===== src/rtl/rc4_pkg.sv =====
// rtl/rc4_pkg.sv - shared types and sizes for the RC4 decrypt loop
package rc4_pkg;

    localparam int MSG_LEN_DEF = 32;
    localparam int S_AW        = 8;
    localparam int MSG_AW      = 5;

    typedef enum logic [3:0] {
        ST_IDLE,
        ST_NEXT_I,
        ST_RD_SI,
        ST_WAIT_SI,
        ST_RD_SJ,
        ST_WAIT_SJ,
        ST_WR_SI,
        ST_WR_SJ,
        ST_RD_F,
        ST_WAIT_F,
        ST_WR_DR,
        ST_WAIT_ACK,
        ST_DONE
    } state_t;

endpackage


===== src/rtl/rc4_decrypt_loop_if.sv =====
// rtl/rc4_decrypt_loop_if.sv - control handshake and memory buses of the decrypt loop
interface rc4_decrypt_loop_if #(parameter int K_W = 6);
    import rc4_pkg::*;

    logic              go;
    logic              start_over;
    logic              compared_char;
    logic [S_AW-1:0]   s_addr;
    logic [7:0]        s_wrdata;
    logic              s_wren;
    logic [7:0]        s_rddata;
    logic [MSG_AW-1:0] rom_addr;
    logic [7:0]        rom_rddata;
    logic [MSG_AW-1:0] dr_addr;
    logic [7:0]        dr_wrdata;
    logic              dr_wren;
    logic [7:0]        char_out;
    logic              new_char;
    logic [K_W-1:0]    k;
    logic              done;

    modport master (
        input  go, start_over, compared_char, s_rddata, rom_rddata,
        output s_addr, s_wrdata, s_wren, rom_addr, dr_addr, dr_wrdata, dr_wren,
               char_out, new_char, k, done
    );

    modport slave (
        output go, start_over, compared_char, s_rddata, rom_rddata,
        input  s_addr, s_wrdata, s_wren, rom_addr, dr_addr, dr_wrdata, dr_wren,
               char_out, new_char, k, done
    );

endinterface


===== src/rtl/rc4_decrypt_loop.sv =====
// rtl/rc4_decrypt_loop.sv - RC4 PRGA: swap S[i]/S[j], XOR keystream with ROM, hand chars to checker
module rc4_decrypt_loop
    import rc4_pkg::*;
#(
    parameter int MSG_LEN = MSG_LEN_DEF,
    parameter int K_W     = 6
) (
    input  logic               clok,
    input  logic               reset,
    rc4_decrypt_loop_if.master bus
);

    localparam logic [K_W-1:0] K_LAST = K_W'(MSG_LEN);

    state_t         state;
    state_t         nxt;
    logic [7:0]     i_q;
    logic [7:0]     j_q;
    logic [7:0]     si_q;
    logic [7:0]     sj_q;
    logic [7:0]     char_q;
    logic [K_W-1:0] k_q;
    logic [K_W-1:0] k_inc;
    logic [7:0]     f_addr;

    assign k_inc  = k_q + K_W'(1);
    assign f_addr = si_q + sj_q;

    always_ff @(posedge clok) begin
        if (reset) begin
            state <= ST_IDLE;
        end else begin
            state <= nxt;
        end
    end

    // start_over outranks every other input, including a same-cycle go or accept
    always_comb begin
        nxt = state;
        if (bus.start_over) begin
            nxt = ST_IDLE;
        end else begin
            case (state)
                ST_IDLE:     if (bus.go) nxt = ST_NEXT_I;
                ST_NEXT_I:   nxt = ST_RD_SI;
                ST_RD_SI:    nxt = ST_WAIT_SI;
                ST_WAIT_SI:  nxt = ST_RD_SJ;
                ST_RD_SJ:    nxt = ST_WAIT_SJ;
                ST_WAIT_SJ:  nxt = ST_WR_SI;
                ST_WR_SI:    nxt = ST_WR_SJ;
                ST_WR_SJ:    nxt = ST_RD_F;
                ST_RD_F:     nxt = ST_WAIT_F;
                ST_WAIT_F:   nxt = ST_WR_DR;
                ST_WR_DR:    nxt = ST_WAIT_ACK;
                ST_WAIT_ACK: if (bus.compared_char) nxt = (k_inc == K_LAST) ? ST_DONE : ST_NEXT_I;
                ST_DONE:     if (bus.go) nxt = ST_NEXT_I;
                default:     nxt = ST_IDLE;
            endcase
        end
    end

    always_ff @(posedge clok) begin
        if (reset || bus.start_over) begin
            i_q    <= '0;
            j_q    <= '0;
            si_q   <= '0;
            sj_q   <= '0;
            char_q <= '0;
            k_q    <= '0;
        end else begin
            case (state)
                ST_IDLE, ST_DONE: begin
                    if (bus.go) begin
                        i_q <= '0;
                        j_q <= '0;
                        k_q <= '0;
                    end
                end
                ST_NEXT_I:  i_q <= i_q + 8'd1;
                ST_WAIT_SI: begin
                    si_q <= bus.s_rddata;
                    j_q  <= j_q + bus.s_rddata;
                end
                ST_WAIT_SJ: sj_q <= bus.s_rddata;
                ST_WAIT_F:  char_q <= bus.s_rddata ^ bus.rom_rddata;
                ST_WAIT_ACK: if (bus.compared_char) k_q <= k_inc;
                default: ;
            endcase
        end
    end

    // Addresses are held through the wait states so the read word stays aligned with its address
    always_comb begin
        bus.s_addr    = '0;
        bus.s_wrdata  = '0;
        bus.s_wren    = 1'b0;
        bus.rom_addr  = '0;
        bus.dr_addr   = '0;
        bus.dr_wrdata = '0;
        bus.dr_wren   = 1'b0;
        bus.new_char  = 1'b0;
        bus.done      = (state == ST_DONE);
        bus.char_out  = char_q;
        bus.k         = k_q;
        case (state)
            ST_RD_SI, ST_WAIT_SI: bus.s_addr = i_q;
            ST_RD_SJ, ST_WAIT_SJ: bus.s_addr = j_q;
            ST_WR_SI: begin
                bus.s_addr   = i_q;
                bus.s_wrdata = sj_q;
                bus.s_wren   = 1'b1;
            end
            ST_WR_SJ: begin
                bus.s_addr   = j_q;
                bus.s_wrdata = si_q;
                bus.s_wren   = 1'b1;
            end
            ST_RD_F, ST_WAIT_F: begin
                bus.s_addr   = f_addr;
                bus.rom_addr = k_q[MSG_AW-1:0];
            end
            ST_WR_DR: begin
                bus.dr_addr   = k_q[MSG_AW-1:0];
                bus.dr_wrdata = char_q;
                bus.dr_wren   = 1'b1;
                bus.new_char  = 1'b1;
            end
            default: ;
        endcase
    end

endmodule


===== src/flat_wrapper.sv =====
// flat-port wrapper written by rule: the top's interface ports become plain ports
module rc4_decrypt_loop_flat import rc4_pkg::*;
#(
    parameter int MSG_LEN = MSG_LEN_DEF,
    parameter int K_W     = 6
)
  (clok, reset, bus_go, bus_start_over, bus_compared_char, bus_s_rddata, bus_rom_rddata, bus_s_addr, bus_s_wrdata, bus_s_wren, bus_rom_addr, bus_dr_addr, bus_dr_wrdata, bus_dr_wren, bus_char_out, bus_new_char, bus_k, bus_done);
  rc4_decrypt_loop_if #(.K_W(K_W)) bus_i ();
  input  logic clok;
  input  logic reset;
  input wire logic [$bits(bus_i.go)-1:0] bus_go;
  input wire logic [$bits(bus_i.start_over)-1:0] bus_start_over;
  input wire logic [$bits(bus_i.compared_char)-1:0] bus_compared_char;
  input wire logic [$bits(bus_i.s_rddata)-1:0] bus_s_rddata;
  input wire logic [$bits(bus_i.rom_rddata)-1:0] bus_rom_rddata;
  output wire logic [$bits(bus_i.s_addr)-1:0] bus_s_addr;
  output wire logic [$bits(bus_i.s_wrdata)-1:0] bus_s_wrdata;
  output wire logic [$bits(bus_i.s_wren)-1:0] bus_s_wren;
  output wire logic [$bits(bus_i.rom_addr)-1:0] bus_rom_addr;
  output wire logic [$bits(bus_i.dr_addr)-1:0] bus_dr_addr;
  output wire logic [$bits(bus_i.dr_wrdata)-1:0] bus_dr_wrdata;
  output wire logic [$bits(bus_i.dr_wren)-1:0] bus_dr_wren;
  output wire logic [$bits(bus_i.char_out)-1:0] bus_char_out;
  output wire logic [$bits(bus_i.new_char)-1:0] bus_new_char;
  output wire logic [$bits(bus_i.k)-1:0] bus_k;
  output wire logic [$bits(bus_i.done)-1:0] bus_done;
  assign bus_i.go = bus_go;
  assign bus_i.start_over = bus_start_over;
  assign bus_i.compared_char = bus_compared_char;
  assign bus_i.s_rddata = bus_s_rddata;
  assign bus_i.rom_rddata = bus_rom_rddata;
  assign bus_s_addr = bus_i.s_addr;
  assign bus_s_wrdata = bus_i.s_wrdata;
  assign bus_s_wren = bus_i.s_wren;
  assign bus_rom_addr = bus_i.rom_addr;
  assign bus_dr_addr = bus_i.dr_addr;
  assign bus_dr_wrdata = bus_i.dr_wrdata;
  assign bus_dr_wren = bus_i.dr_wren;
  assign bus_char_out = bus_i.char_out;
  assign bus_new_char = bus_i.new_char;
  assign bus_k = bus_i.k;
  assign bus_done = bus_i.done;
  rc4_decrypt_loop #(.MSG_LEN(MSG_LEN), .K_W(K_W)) u_core (.clok(clok), .reset(reset), .bus(bus_i));
endmodule

===== config.mk =====
export PLATFORM = sky130hd
export DESIGN_NAME = rc4_decrypt_loop_flat
export DESIGN_NICKNAME = d
export VERILOG_FILES = /design/src/rtl/rc4_pkg.sv /design/src/rtl/rc4_decrypt_loop_if.sv /design/src/rtl/rc4_decrypt_loop.sv /design/src/flat_wrapper.sv
export SDC_FILE = /design/constraint.sdc
export NUM_CORES = 1
export LEC_CHECK = 0
export ABC_CLOCK_PERIOD_IN_PS = 2400
export CAP_MARGIN = 25
export CORE_MARGIN = 5
export CORE_UTILIZATION = 62
export DETAILED_ROUTE_END_ITERATION = 10
export DONT_BUFFER_PORTS = 1
export MAX_ROUTING_LAYER = met4
export PLACE_DENSITY = 0.76
export REMOVE_ABC_BUFFERS = 1
export SLEW_MARGIN = 20
export SYNTH_ARGS = -nofsm -noshare
export SYNTH_HDL_FRONTEND = slang
export SYNTH_SLANG_ARGS = --single-unit

===== constraint.sdc =====
create_clock -name clok -period 2.4 [get_ports clok]
set_clock_uncertainty 0.2 [all_clocks]
set_input_delay 0.24 -clock clok [delete_from_list [all_inputs] [get_ports clok]]
set_output_delay 0.24 -clock clok [all_outputs]
set_load 0.03 [all_outputs]

==> metrics.md, run 1 <==
| Metric | Value |
|---|---|
| Commonest non-fill, non-tap cell in the layout | `nor2_1` |
| DR vias | `3362` |
| Tot Pwr | `1.51 mW` |
| WL final | `10.0 mm` |
| CTS buffer count | `5` |
| Largest net degree at the start of global routing | `28` |
| Core ar. | `0.00520 mm²` |
| Die height | `83.7 µm` |
| Failing checks | `setup timing` |
| Die X | `83.7 µm` |
| Crit share post-route | `101%` |
| Site Rows | `26` |
| # clock sinks | `50` |
| Worst r2r dst | `u_core.j_q[6]$_SDFFE_PP0P_` |
| Post-synthesis compound-gate area fraction | `20.9%` |
| Clock Path Buffers | `2` |
| GRT Residual Overflow | `0` |
| Pleak | `1.53 nW` |
| Slew HR | `58.1%` |
| Met2 WL | `4.97 mm` |
| Register area share after synthesis | `29.7%` |
| Min-Delay Path Class | `in -> reg` |
| Initial antenna violation count | `0` |
| H-tree depth | `2` |
| Critical path class | `reg -> out` |
| WHS Endpoint | `u_core.state[2]$_SDFFE_PP0P_` |
| Launch point of the worst reg-to-reg path | `u_core.j_q[0]$_SDFFE_PP0P_` |
| Diode count | `0` |
| DRT antenna net count | `0` |
| DRC viols | `0` |
| Syn Area/Cell | `8.18 µm²` |
| Post-synthesis mux area share | `5.98%` |
| Combinational share of power | `8.8%` |
| Int Pwr | `1.10 mW` |
| Crit Path Max Fanout | `3` |
| Gate count after technology mapping | `412` |
| Clk slew on worst S/H paths | `0.11 ns` |
| Area of the die | `0.00701 mm²` |
| Filler cells | `349` |
| Crit path DAT | `1.98 ns` |
| Placed insts | `491` |
| CP Launch Type | `flip-flop` |
| Layout Area Growth over Synthesis | `20.6%` |
| Wire per inst | `19.1 µm` |
| Synth Area in Adders | `7.50%` |
| Wire length on met3 | `692 µm` |
| Hold Crit Start | `bus_go` |
| Synthesis Warnings | `0` |
| Pwr/cell area | `371 mW/mm²` |
| Setup violators final | `3` |
| Layout Utilization | `78.1%` |
| Critical path data required time | `1.96 ns` |
| Vias per std cell | `6.40` |
| Starting density of the core | `64.7%` |
| Slew of the pin with the lowest slew margin | `0.625 ns` |
| Layout cells sized above 1 | `19.3%` |
| CTS tree | `built` |
| Asr flop ratio synth | `0%` |
| HPWL Detailed | `6.53 mm` |
| Wl on met1 | `4.04 mm` |
| Ports | `73` |
| Final instance area | `0.00406 mm²` |
| Buffers added on ports | `0` |
| Post-layout minimum cycle time | `2.42 ns` |
| Hold Path Cell Cnt | `3` |
| Endpoints failing hold | `0` |
| CP Launch Point | `u_core.si_q[1]$_SDFFE_PP0P_` |
| P_sw | `0.406 mW` |
| Nets | `494` |
| Setup crit end kind | `primary output` |
| #FFs+latches synth | `50` |
| Mapped Area | `0.00337 mm²` |
| Fmax | `413 MHz` |
| Pre-CTS WS | `0.138 ns` |
| Area share of xor/xnor cells in the synthesized design | `4.42%` |
| Final Worst Setup Slack | `-0.0240 ns` |
| Commonest non-fill, non-tap cells in the layout | `nor2_1 (53), dfxtp_1 (39), buf_4 (35), a21oi_1 (29), nand2_1 (26)` |
| Clk_lat worst skew | `0.32 ns` |
| Drt first-iter violations | `237` |
| Clock power frac | `36.0%` |
| Sequential share of power | `55.2%` |
| Sw frac | `26.9%` |
| Pre-Repair DR Iteration Count | `5` |
| GRT Total Usage | `28.3%` |
| Max-cap viol count | `0` |
| Vias in the first global route | `3164` |
| First-pass GRT wire length | `15.9 mm` |
| Largest family of logic cells by synthesized area | `simple AND/OR/NAND/NOR gates` |
| Status | `complete, but fails checks` |
| Cell Area, Placed | `0.00356 mm²` |
| CTS root buffer | `clkbuf_8` |
| Pins over their slew limit | `0` |
| Maximum VDD drop | `0.000256 V` |
| Simple-gate share of the synthesized area | `27.0%` |
| RSZ-0062 raised after global routing | `true` |
| R2r setup slk | `0.22 ns` |
| Ys flop type | `dfxtp_1` |
| Setup TNS | `-0.0383 ns` |
| GP Congestion | `0.820` |
| Top sig layer | `met4` |
| FF-to-FF path depth | `7` |
| Post-synthesis cell type count | `58` |
| Fin cells | `525` |
| Number of synthesized flops with an enable pin | `0` |
| Fin Hold WS | `0.00469 ns` |
power groups by stage:
stage          clock network [mW]  registers, mW  logic, mW
2_1_floorplan                   0          0.857     0.0684
3_3_place_gp                    0          0.854     0.0947
3_5_place_dp                    0          0.854     0.0963
4_1_cts                     0.541          0.833      0.128
5_1_grt                     0.592          0.834      0.142
6_report                    0.543          0.833      0.133
Yosys cell counts, types with 2 or more instances:
library cell  number  area, µm²
a211o_1            4       35.0
a211oi_1          12       90.1
a21o_1             4       30.0
a21oi_1           33        165
a221oi_1           2       17.5
a222oi_1           2       20.0
a22oi_1           11       82.6
a31oi_1            3       18.8
and2_1            16        100
and3_1            14       87.6
buf_2              5       25.0
buf_4              3       22.5
buf_6              2       22.5
clkbuf_1           8       30.0
clkbuf_8           2       27.5
dfxtp_1           50       1000
fa_1               2       40.0
ha_1              17        213
inv_1              6       22.5
mux2i_1           19        190
nand2_1           28        105
nand2b_1          10       62.6
nand3_1            6       30.0
nand3b_1           4       30.0
nand4_1            3       18.8
nor2_1            54        203
nor2_2             2       12.5
nor2b_1            6       37.5
nor3_1             6       30.0
nor3b_1            5       37.5
nor4_1             2       12.5
o21a_1             2       15.0
o21ai_0           21        105
o21bai_1           4       30.0
o31ai_1            3       22.5
or3_1              3       18.8
or3b_2             2       17.5
xnor2_1           14        123
xor2_1             3       26.3
state kept, by name, summed over array words and instances, names as in the netlist:
register / flops
u_core.bus.char_out: 8
u_core.i_q: 8
u_core.j_q: 8
u_core.si_q: 8
u_core.sj_q: 8
u_core.bus.k: 6
u_core.state: 4
worst max path at each step:
stage                                 to  slack, ns  cells past startpoint
after CTS                  bus_s_addr[6]      -0.07                      7
final                      bus_s_addr[7]      -0.02                      7
after detailed placement   bus_s_addr[6]       0.14                      7
after floorplan           bus_dr_addr[0]      -0.34                      3
after global routing       bus_s_addr[7]      -0.08                      8
after global placement     bus_s_addr[6]       0.18                      7
layer usage:
metal / GRT usage (%) / up-vias
li1: - / 1566
met1: 34.1 / 1590
met2: 47.1 / 169
met3: 5.23 / 37
met4: 10.8 / 0
met5: - / -
repair_timing:
action                                 CTS  global route
buffers inserted                         6             2
hold buffers                            17             1
gates resized for setup                 27            15
endpoints found under the hold margin   27             1
setup endpoints to repair                5            28
pin swaps                               10             8
cell type report:
| cell class | instances | area, µm² | share of cell area, % |
|---|---|---|---|
| clock buffer | 5 | 68.8 | 1.69 |
| clock inverter | 3 | 26.3 | 0.647 |
| inverter | 6 | 22.5 | 0.554 |
| multi-input combinational | 336 | 2360 | 58.2 |
| sequential | 50 | 1020 | 25.1 |
| tap | 70 | 87.6 | 2.16 |
| timing repair buffer | 55 | 474 | 11.7 |
critical path, cell delays in order (launching register included):
cell     delay (ns)
dfxtp_4        0.39
ha_4           0.23
a21o_1         0.17
a21oi_2        0.22
o21ai_2        0.09
and3_4         0.19
o31ai_4        0.21
buf_6          0.17
cell families (layout without fill, tap and decap cells):
kind of cell,after synthesis,count (layout)
simple gates,172,172
fa+ha+maj,19,19
compound gates,108,108
xor+xnor,17,17
mux,20,20
buf+inv,26,69
flops,50,50
(Power assumes the default switching activity.)
==> run 2, diff against run 1 <==
--- a/config.mk
+++ b/config.mk
@@ -9,6 +9,7 @@
 export CAP_MARGIN = 25
 export CORE_MARGIN = 5
 export CORE_UTILIZATION = 62
+export CTS_CLUSTER_SIZE = 28
 export DETAILED_ROUTE_END_ITERATION = 10
 export DONT_BUFFER_PORTS = 1
 export MAX_ROUTING_LAYER = met4
==> results of run 2 <==
No change in the layout: final DEF, timing and power equal those of run 1.
